File: config.mk
export PLATFORM = sky130hd
export DESIGN_NAME = sat_addsub_pipe
export DESIGN_NICKNAME = d
export VERILOG_FILES = /design/src/rtl/sat_addsub_pipe.sv
export SDC_FILE = /design/constraint.sdc
export NUM_CORES = 1
export LEC_CHECK = 0
export ABC_AREA = 1
export BUFFER_PORTS_ARGS = -buffer_cell sky130_fd_sc_hd__buf_4
export CAP_MARGIN = 5
export CORE_ASPECT_RATIO = 0.9
export CORE_UTILIZATION = 35
export DETAILED_ROUTE_END_ITERATION = 10
export SYNTH_ARGS = -nofsm -noshare
export SYNTH_HDL_FRONTEND = slang
export SYNTH_SLANG_ARGS = --single-unit
File: constraint.sdc
create_clock -name clk -period 2.8 [get_ports clk]
set_input_delay 0.56 -clock clk [delete_from_list [all_inputs] [get_ports clk]]
set_output_delay 0.56 -clock clk [all_outputs]
set_load 0.1 [all_outputs]
File: src/rtl/sat_addsub_pipe.sv
// Registered saturating add/subtract stage with a valid/ready handshake.
// The A operand comes either from the port or from an internal accumulator.
// The stage supports unsigned or two's-complement clamping, which is chosen
// per beat, and keeps a saturating count of overflow events.
module sat_addsub_pipe #(
    parameter int WIDTH = 32,
    parameter int CNT_W = 8
) (
    input  logic             clk,
    input  logic             rst_n,
    input  logic             in_valid,
    output logic             in_ready,
    input  logic [WIDTH-1:0] a,
    input  logic [WIDTH-1:0] b,
    input  logic             op_sub,
    input  logic             sat_enable,
    input  logic             sat_signed,
    input  logic             acc_mode,
    input  logic             clr,
    output logic             out_valid,
    input  logic             out_ready,
    output logic [WIDTH-1:0] result,
    output logic             sat_hit,
    output logic [CNT_W-1:0] sat_count
);

    localparam logic [WIDTH-1:0] SMAX    = {1'b0, {(WIDTH-1){1'b1}}};
    localparam logic [WIDTH-1:0] SMIN    = {1'b1, {(WIDTH-1){1'b0}}};
    localparam logic [CNT_W-1:0] CNT_MAX = '1;

    logic             out_valid_q, out_valid_d;
    logic [WIDTH-1:0] result_q,    result_d;
    logic             sat_hit_q,   sat_hit_d;
    logic [WIDTH-1:0] acc_q,       acc_d;
    logic [CNT_W-1:0] sat_count_q, sat_count_d;

    logic             accept;
    logic [WIDTH-1:0] op_a;
    logic [WIDTH:0]   sum_ext;
    logic             uns_ovf;
    logic             sgn_ovf;
    logic             ovf;
    logic [WIDTH-1:0] clamp_val;
    logic [WIDTH-1:0] res_sel;

    // A single output register: a new beat is taken once the current one leaves.
    assign in_ready = !out_valid_q || out_ready;
    assign accept   = in_valid && in_ready;

    // Arithmetic path: pick the operand, form the extended sum, then detect and clamp overflow.
    always_comb begin
        // A clear in the same cycle as an accumulate means the beat starts from zero.
        op_a = acc_mode ? (clr ? '0 : acc_q) : a;

        if (op_sub) begin
            sum_ext = {1'b0, op_a} - {1'b0, b};
        end else begin
            sum_ext = {1'b0, op_a} + {1'b0, b};
        end

        // Bit WIDTH of the zero-extended result is the carry on add and the borrow on sub.
        uns_ovf = sum_ext[WIDTH];

        if (op_sub) begin
            sgn_ovf = (op_a[WIDTH-1] != b[WIDTH-1]) && (sum_ext[WIDTH-1] != op_a[WIDTH-1]);
        end else begin
            sgn_ovf = (op_a[WIDTH-1] == b[WIDTH-1]) && (sum_ext[WIDTH-1] != op_a[WIDTH-1]);
        end

        ovf = sat_signed ? sgn_ovf : uns_ovf;

        // On signed overflow the sign of A gives the direction of the overflow.
        if (sat_signed) begin
            clamp_val = op_a[WIDTH-1] ? SMIN : SMAX;
        end else begin
            clamp_val = op_sub ? '0 : '1;
        end

        res_sel = (sat_enable && ovf) ? clamp_val : sum_ext[WIDTH-1:0];
    end

    // Output stage next state: load on accept, drain when downstream takes the beat.
    always_comb begin
        out_valid_d = out_valid_q;
        result_d    = result_q;
        sat_hit_d   = sat_hit_q;
        if (accept) begin
            out_valid_d = 1'b1;
            result_d    = res_sel;
            sat_hit_d   = ovf;
        end else if (out_ready) begin
            out_valid_d = 1'b0;
        end
    end

    // Accumulator and event counter next state; clr wins over the held value.
    always_comb begin
        acc_d       = acc_q;
        sat_count_d = sat_count_q;

        if (accept && acc_mode) begin
            acc_d = res_sel;
        end else if (clr) begin
            acc_d = '0;
        end

        if (clr) begin
            sat_count_d = (accept && ovf) ? CNT_W'(1) : '0;
        end else if (accept && ovf && (sat_count_q != CNT_MAX)) begin
            sat_count_d = sat_count_q + CNT_W'(1);
        end
    end

    // State registers; reset drops any pending result immediately.
    always_ff @(posedge clk or negedge rst_n) begin
        if (!rst_n) begin
            out_valid_q <= 1'b0;
            result_q    <= '0;
            sat_hit_q   <= 1'b0;
            acc_q       <= '0;
            sat_count_q <= '0;
        end else begin
            out_valid_q <= out_valid_d;
            result_q    <= result_d;
            sat_hit_q   <= sat_hit_d;
            acc_q       <= acc_d;
            sat_count_q <= sat_count_d;
        end
    end

    assign out_valid = out_valid_q;
    assign result    = result_q;
    assign sat_hit   = sat_hit_q;
    assign sat_count = sat_count_q;

endmodule

==> results of run 1 <==
[logic make-up (layout without fill, tap and decap cells)]
| logic type | count (synthesis) | count (layout) |
|---|---|---|
| AOI/OAI and AO/OA | 86 | 86 |
| buffers and inverters | 175 | 477 |
| xor gates and xnor gates | 58 | 58 |
| adders and majority gates | 35 | 35 |
| DFF | 74 | 74 |
| and+or+nand+nor | 703 | 703 |
[cell type report]
cell class	count	area share [%]
multi-input combinational	882	46.7
sequential	74	17.2
timing repair buffer	320	24.6
clock buffer	10	2.13
inverter	141	5.18
tap	286	3.33
clock inverter	6	0.850
[state kept, by name, indices dropped and copies added (netlist names)]
signal and cells:
sat_hit 1, result 32, sat_count 8, acc_q 32, out_valid 1
[metal layers]
metal	up-vias	GRT usage [%]	part of all wire (%)
met5	-	0	0
met4	0	4.64	0.64
met3	10	1.56	3.6
met2	159	33.4	44
met1	3422	32.4	52
li1	4059	-	-
[cell usage in the layout (no fill, tap or decap), types with 3 or more instances in the layout]
master and count:
xor2_1 41, a21oi_1 24, nand3_4 4, buf_12 15
nor3_2 3, o21a_1 3, clkinvlp_4 3, nor2_2 9
nand2_2 54, nand3_2 11, a21oi_2 11, o21ai_0 14
nor4_1 3, clkbuf_16 10, nor3_1 7, o21bai_1 11
nor2_1 96, o211ai_1 3, o21ai_1 6, inv_2 7
inv_1 127, buf_6 3, xnor2_1 15, clkinv_1 3
nand2_4 50, nand3_1 34, buf_4 300, dfrtp_1 74
ha_1 32, o21ai_2 3, a21oi_4 3, or2_2 3
nand2_1 419
[what timing repair did]
action,4_1_cts,5_1_grt
buffers inserted,4,5
setup endpoints to repair,73,73
hold buffers,0,0
gates resized for setup,46,17
pin swaps,18,21
cloned,2,1
[critical path, stage by stage]
cell and delay (ns):
buf_12 0.11, inv_12 0.04, ha_4 0.13, nand3_4 0.08, nor3_4 0.14, nand3_2 0.11
nor2_2 0.15, nand3b_1 0.12, nor2_2 0.16, inv_1 0.08, o31ai_2 0.19, xor2_1 0.22
ha_2 0.35, nand2_2 0.11, inv_2 0.05, a21oi_4 0.15, nand2_2 0.08, a21oi_4 0.17
nand3_1 0.11, nand3_2 0.11, nand2_4 0.07, nand2_8 0.08, nand3_4 0.14, buf_12 0.17
buf_16 0.13, nand2_2 0.07, nand2_1 0.05, nand2_1 0.07
[cells in the mapped netlist, types with 2 or more instances]
library cell,instances
a21oi_1,30
a21oi_2,5
a21oi_4,3
a31oi_1,2
buf_1,3
buf_12,3
buf_2,3
buf_6,9
clkbuf_1,16
clkinv_1,3
dfrtp_1,74
ha_1,34
inv_1,131
inv_2,7
nand2_1,441
nand2_2,49
nand2_4,33
nand2_8,2
nand3_1,41
nand3_2,6
nand3_4,2
nand3b_1,2
nand4_1,2
nor2_1,100
nor2_2,5
nor3_1,8
nor3_2,3
nor4_1,3
o2111ai_1,2
o211ai_1,3
o21a_1,3
o21ai_0,15
o21ai_1,7
o21bai_1,11
or2_2,3
xnor2_1,16
xor2_1,41
[stage by stage]
step / cell area, sq um / power (uW) / util (%) / hold WS (ns) / cells
2_1_floorplan: 7480 / 4360 / - / 0.264 / 1131
3_3_place_gp: 10100 / 5700 / 48.5 / 0.467 / 1692
3_5_place_dp: 10100 / 5740 / 48.5 / 0.467 / 1692
4_1_cts: 10600 / 7140 / 51.4 / 0.231 / 1714
5_1_grt: 10700 / 7560 / 51.9 / 0.246 / 1719
6_report: 10700 / 7160 / 51.9 / 0.210 / 1719
[path summary, 6_finish.rpt]
kind,startpoint,endpoint,slack [ns]
setup / recovery,b[0],acc_q[13]$_DFF_PN0_,-0.95
hold / removal,rst_n,result[7]$_DFFE_PN0P_,0.21
setup reg to reg,acc_q[0]$_DFF_PN0_,acc_q[13]$_DFF_PN0_,-0.06
hold reg to reg,result[20]$_DFFE_PN0P_,result[20]$_DFFE_PN0P_,0.48
max in group asynchronous,rst_n,result[14]$_DFFE_PN0P_,1.93
min in group clk,result[20]$_DFFE_PN0P_,result[20]$_DFFE_PN0P_,0.48
[report_power, final]
part	switching, uW	total [uW]	internal [uW]
Sequential	136	1450	1310
Combinational	2940	4480	1550
Clock	455	1240	782
==> qor.yml, run 1 <==
synthesis:
  synth-edff-count: 0
  ys.warnings.count: 0
  yosysUniqueCellTypes: 47
  synthAdderAreaFrac_pct: 6.04
  ys_ff_latch: 74
  synth_top_family_by_area: "simple AND/OR/NAND/NOR gates"
  synthCells: 1131
  synthFlopType: "dfrtp_1"
  yosys.area.top_type_share_pct: 25.1
  async_flop_share_pct: 100
  synth_area_sq_um: 7380
  synthXorXnorAreaFrac_pct: 6.99
  synth.area.top_cells: "dfrtp_1, nand2_1, inv_1"
  muxShareOfSynthArea_pct: 0
  yosysTopAreaCell: "dfrtp_1"
  synth_compound_area_share_pct: 7.46
  yosysSeqAreaShare_pct: 25.1
  syn_nets: 1239
  syn_area_per_cell_sq_um: 6.52
  synth-simple-area-share_pct: 43.9
pwr:
  p_leak_uw: 0.00591
  power_density_nw_per_um2: 667
  vdd_drop_max_v: 0.000463
outcome:
  violations: "setup timing"
  status: "complete, but fails checks"
global_routing:
  grt.total_usage_pct: 21.5
  grt_start_max_net_pins: 42
  grt_pass1_wl_um: 37000
  grt-ovfl-total: 0
  antenna_found_initial: 0
  grt_pass1_vias: 7426
die:
  dieArea_sq_um: 21700
  die_width_um: 155
  initial_core_util_pct: 35.6
  die_y_um: 140
  io-pin-count: 116
  rows: 50
  fp.coreArea_sq_um: 20700
final_layout:
  multi_input_area_sq_um: 5020
  area_growth_pct: 45.6
  final_layout_size_suffix_gt1_share_pct: 35.2
  seq_area_sq_um: 1850
  fill_cells: 2092
  diodes: 0
  final_nets: 1536
clocking:
  cts_sinks: 74
  clockBufferDepth: 2
  root_buffer: "clkbuf_16"
  cts_tree: "yes"
  cts-htree-levels: 3
  clk_pin_slew_ns: 0.06
  cts_buffers: 9
  clk_latency_ns: 0.34
job:
  max-cap-violations: 0
route:
  via_per_inst: 4.45
  num_vias: 7650
  finalWirelength_um: 22600
  drt-wirelength-per-cell_um: 13.2
  drtIter0Drc: 433
  drc: 0
  first_pass_iters: 5
  antenna_left: 0
timing:
  period_needed_ns: 3.75
  skew_ns: 0.00664
  worst_pin_slew_ns: 0.595
  final_critical_path_setup_slack_ns: -0.952
  post-route-period-util_pct: 134
  hold_viol_final: 0
  timing.max_slew.rel_slack_pct: 60.3
  drv_slew: 0
  rsz0062_at_grt: "true"
  setup_viol: 73
  fmax_mhz: 267
  tns_ns: -66.03
setup_path:
  required_ns: 3.07
  path_max_fanout: 5
  arrival_ns: 4.02
  cp-end-kind: "register"
  reg2reg_depth: 20
  worstSetupPathType: "input port to register"
  cp-start-kind: "input port"
place:
  port_buffers: 115
  place_congestion: 0.863
  pre_cts_ws_ns: -1.40
  place.detailed.hpwl_um: 18400
min_path:
  hold_path_class: "input port to async pin"
Power figures use the tool's default switching activity.
==> run 2, diff against run 1 <==
Settings changed: ABC_AREA 1 to not set.
==> qor.yml, run 2 <==
synthesis:
  ys_ff_latch: 74  # unchanged
  yosys.area.top_type_share_pct: 28.0  # +2.9 points
  synth.area.top_cells: "dfrtp_1, nor2_1, ha_1"
  syn_area_per_cell_sq_um: 8.17  # +25%
  yosysUniqueCellTypes: 67  # +43%
  synth-edff-count: 0  # unchanged
  synthFlopType: "dfrtp_1"
  synth_common_cells: "nor2_1, dfrtp_1, a21oi_1"
  synth_area_sq_um: 6620  # -10%
  yosysMostFrequentCell: "nor2_1"
  synthCells: 811  # -28%
  ys.warnings.count: 0  # unchanged
  yosysSeqAreaShare_pct: 28.0  # +2.9 points
  yosysTopAreaCell: "dfrtp_1"
  syn_nets: 919  # -26%
  async_flop_share_pct: 100  # unchanged
final_layout:
  layout_commonest_cell: "buf_4"
  area_growth_pct: 61.8
  postLayoutCellArea_sq_um: 10700  # -0.23%
  final_layout_size_suffix_gt1_share_pct: 46.0  # +11 points
  final_cell_mix: "buf_4, nor2_1, dfrtp_1, xnor2_1, nor2b_1"
  final_nets: 1232  # -20%
  diodes: 0  # unchanged
setup_path:
  worstSetupPathType: "input port to register"
  crit_start: "b[14]"
  path_max_fanout: 8  # +3
  timing.rr.start: "acc_q[16]$_DFF_PN0_"
  arrival_ns: 4.68  # +0.66 ns
  required_ns: 2.99  # -0.08 ns
  cp-end-kind: "register"
  cp-start-kind: "input port"
route:
  num_vias: 7315  # -4.4%
  drt-wirelength-per-cell_um: 17.3  # +31%
  drc: 0  # unchanged
  via_per_inst: 5.32  # +20%
  finalWirelength_um: 23800  # +5.0%
  antenna_left: 0  # unchanged
  first_pass_iters: 5  # unchanged
  drtIter0Drc: 477  # +10%
clocking:
  clockBufferDepth: 2  # unchanged
  clk_pin_slew_ns: 0.07  # about the same
  root_buffer: "clkbuf_16"
  clk_latency_ns: 0.34  # about the same
  cts_tree: "yes"
  cts_sinks: 74  # unchanged
  cts_buffers: 9  # unchanged
  cts_hold_buf: 0  # unchanged
  cts-htree-levels: 3  # unchanged
die:
  fp.coreArea_sq_um: 18500  # -11%
  dieArea_sq_um: 19500  # -10%
  io-pin-count: 116  # unchanged
  die_y_um: 132  # -5.2%
  die_width_um: 147  # -5.2%
  rows: 47  # -6.0%
  initial_core_util_pct: 35.9  # +0.25 points
global_routing:
  antenna_found_initial: 0  # unchanged
  grt_pass1_wl_um: 35600  # -3.9%
  grt.total_usage_pct: 23.1  # +1.6 points
  grt_start_max_net_pins: 75  # +79%
  grt_pass1_vias: 6702  # -9.7%
  grt-ovfl-total: 0  # unchanged
timing:
  fmax_mhz: 222  # -17%
  drv_slew: 0  # unchanged
  skew_ns: 0.0116  # +0.00499 ns
  hold_viol_final: 0  # unchanged
  hold-worst-slack_ns: 0.360  # +0.151 ns
  timing.max_slew.rel_slack_pct: 11.1  # -49 points
  rsz0062_at_grt: "true"
  worst_pin_slew_ns: 1.33  # +0.738 ns
  final_critical_path_setup_slack_ns: -1.70  # -0.744 ns
  post-route-period-util_pct: 161  # +27 points
  period_needed_ns: 4.50  # +0.744 ns
  tns_ns: -117.27  # -51.24 ns
  setup_viol: 73  # unchanged
job:
  max-cap-violations: 0  # unchanged
pwr:
  p_leak_uw: 0.00486  # -18%
  p_total_uw: 7570  # +5.6%
  power_density_nw_per_um2: 706  # +5.9%
  vdd_drop_max_v: 0.000585  # +26%
place:
  place_congestion: 0.914  # +5.9%
  port_buffers: 115  # unchanged
  pre_cts_ws_ns: -2.30  # -0.896 ns
  postPlaceCellArea_sq_um: 9220  # -8.3%
  place.detailed.hpwl_um: 17300  # -6.1%
outcome:
  violations: "setup timing"
  status: "complete, but fails checks"
min_path:
  hold_path_class: "input port to async pin"
-- run 2: changes by cell type in the layout (fill, tap and decap cells not counted), sizes merged, moves of 30 or more --
| cell | delta |
|---|---|
| nand2 | -485 |
| xor2 | -31 |
| buf | +30 |
| inv | -120 |
| mux2 | +37 |
| xnor2 | +31 |
| a31oi | +42 |
| nor2b | +42 |
-- run 2: area by class of cell --
type | count | area, sq um
fillers | 1669 | 7750
multi-input cells | 668 | 5170
repair buffers | 355 | 3020
flip-flops and latches | 74 | 1850
well taps | 245 | 307
clock buffers | 9 | 225
clock inverters | 7 | 76.3
inverters | 16 | 60.1
-- run 2: power by group --
group,switching (uW),total [uW],internal [uW]
logic,3070,4880,1800
registers,149,1500,1350
clock network,494,1190,696
total,3720,7570,3850
-- run 2: final timing paths --
| kind | endpoint | slack (ns) | depth (start not counted) |
|---|---|---|---|
| worst max-delay path | result[10]$_DFFE_PN0P_ | -1.70 | 21 |
| worst min-delay path | sat_count[5]$_DFFE_PN0P_ | 0.36 | 1 |
| worst max register to register | result[10]$_DFFE_PN0P_ | -0.93 | 15 |
| worst min register to register | sat_hit$_DFFE_PN0P_ | 0.51 | 2 |
| max in group asynchronous | acc_q[25]$_DFF_PN0_ | 1.81 | 1 |
| min in group clk | out_valid$_DFFE_PN0P_ | 0.44 | 2 |
-- run 2: layer usage --
layer	GRT usage, %	up-vias	routed length [um]
met5	0	-	0
met4	4.41	0	295
met3	2.76	20	1200
met2	36.8	214	11100
met1	33.8	3480	11100
li1	-	3601	-
-- run 2: kinds of logic (layout without fill, tap and decap cells) --
| logic type | Yosys count | after routing | share of synthesized area (%) |
|---|---|---|---|
| AOI/OAI and AO/OA | 230 | 230 | 23.5 |
| xor gates and xnor gates | 58 | 58 | 7.67 |
| adders and majority gates | 35 | 35 | 6.73 |
| buffers and inverters | 69 | 387 | 4.55 |
| DFF | 74 | 74 | 28.0 |
| muxes | 41 | 41 | 6.90 |
| and+or+nand+nor | 304 | 304 | 22.7 |
-- run 2: critical path, cell delays in order --
cell and delay (ns):
buf_6 0.09, or4_4 0.52, or3_4 0.39, nand2b_4 0.19, nor2_4 0.09, and3b_2 0.23, a21oi_2 0.07, xnor2_2 0.14
ha_1 0.35, inv_2 0.13, o21ai_1 0.07, a221o_1 0.31, a31o_1 0.19, a21o_1 0.19, a21boi_4 0.15, or2_4 0.25
buf_6 0.13, o211ai_4 0.19, buf_12 0.18, clkbuf_16 0.17, a31oi_1 0.08
-- run 2: repair_timing --
action                                  in CTS  in global routing
buffers inserted                            28                 12
endpoints found under the setup margin      73                 73
hold endpoints to repair                     0                  0
pin swaps                                   22                 29
gates resized for setup                     57                 69
gates cloned                                 2                  9
-- run 2: through the flow --
step | utilization [%] | cells
2_1_floorplan | - | 811
3_3_place_gp | 49.9 | 1314
3_5_place_dp | 49.9 | 1314
4_1_cts | 54.6 | 1359
5_1_grt | 58.0 | 1374
6_report | 58.0 | 1374
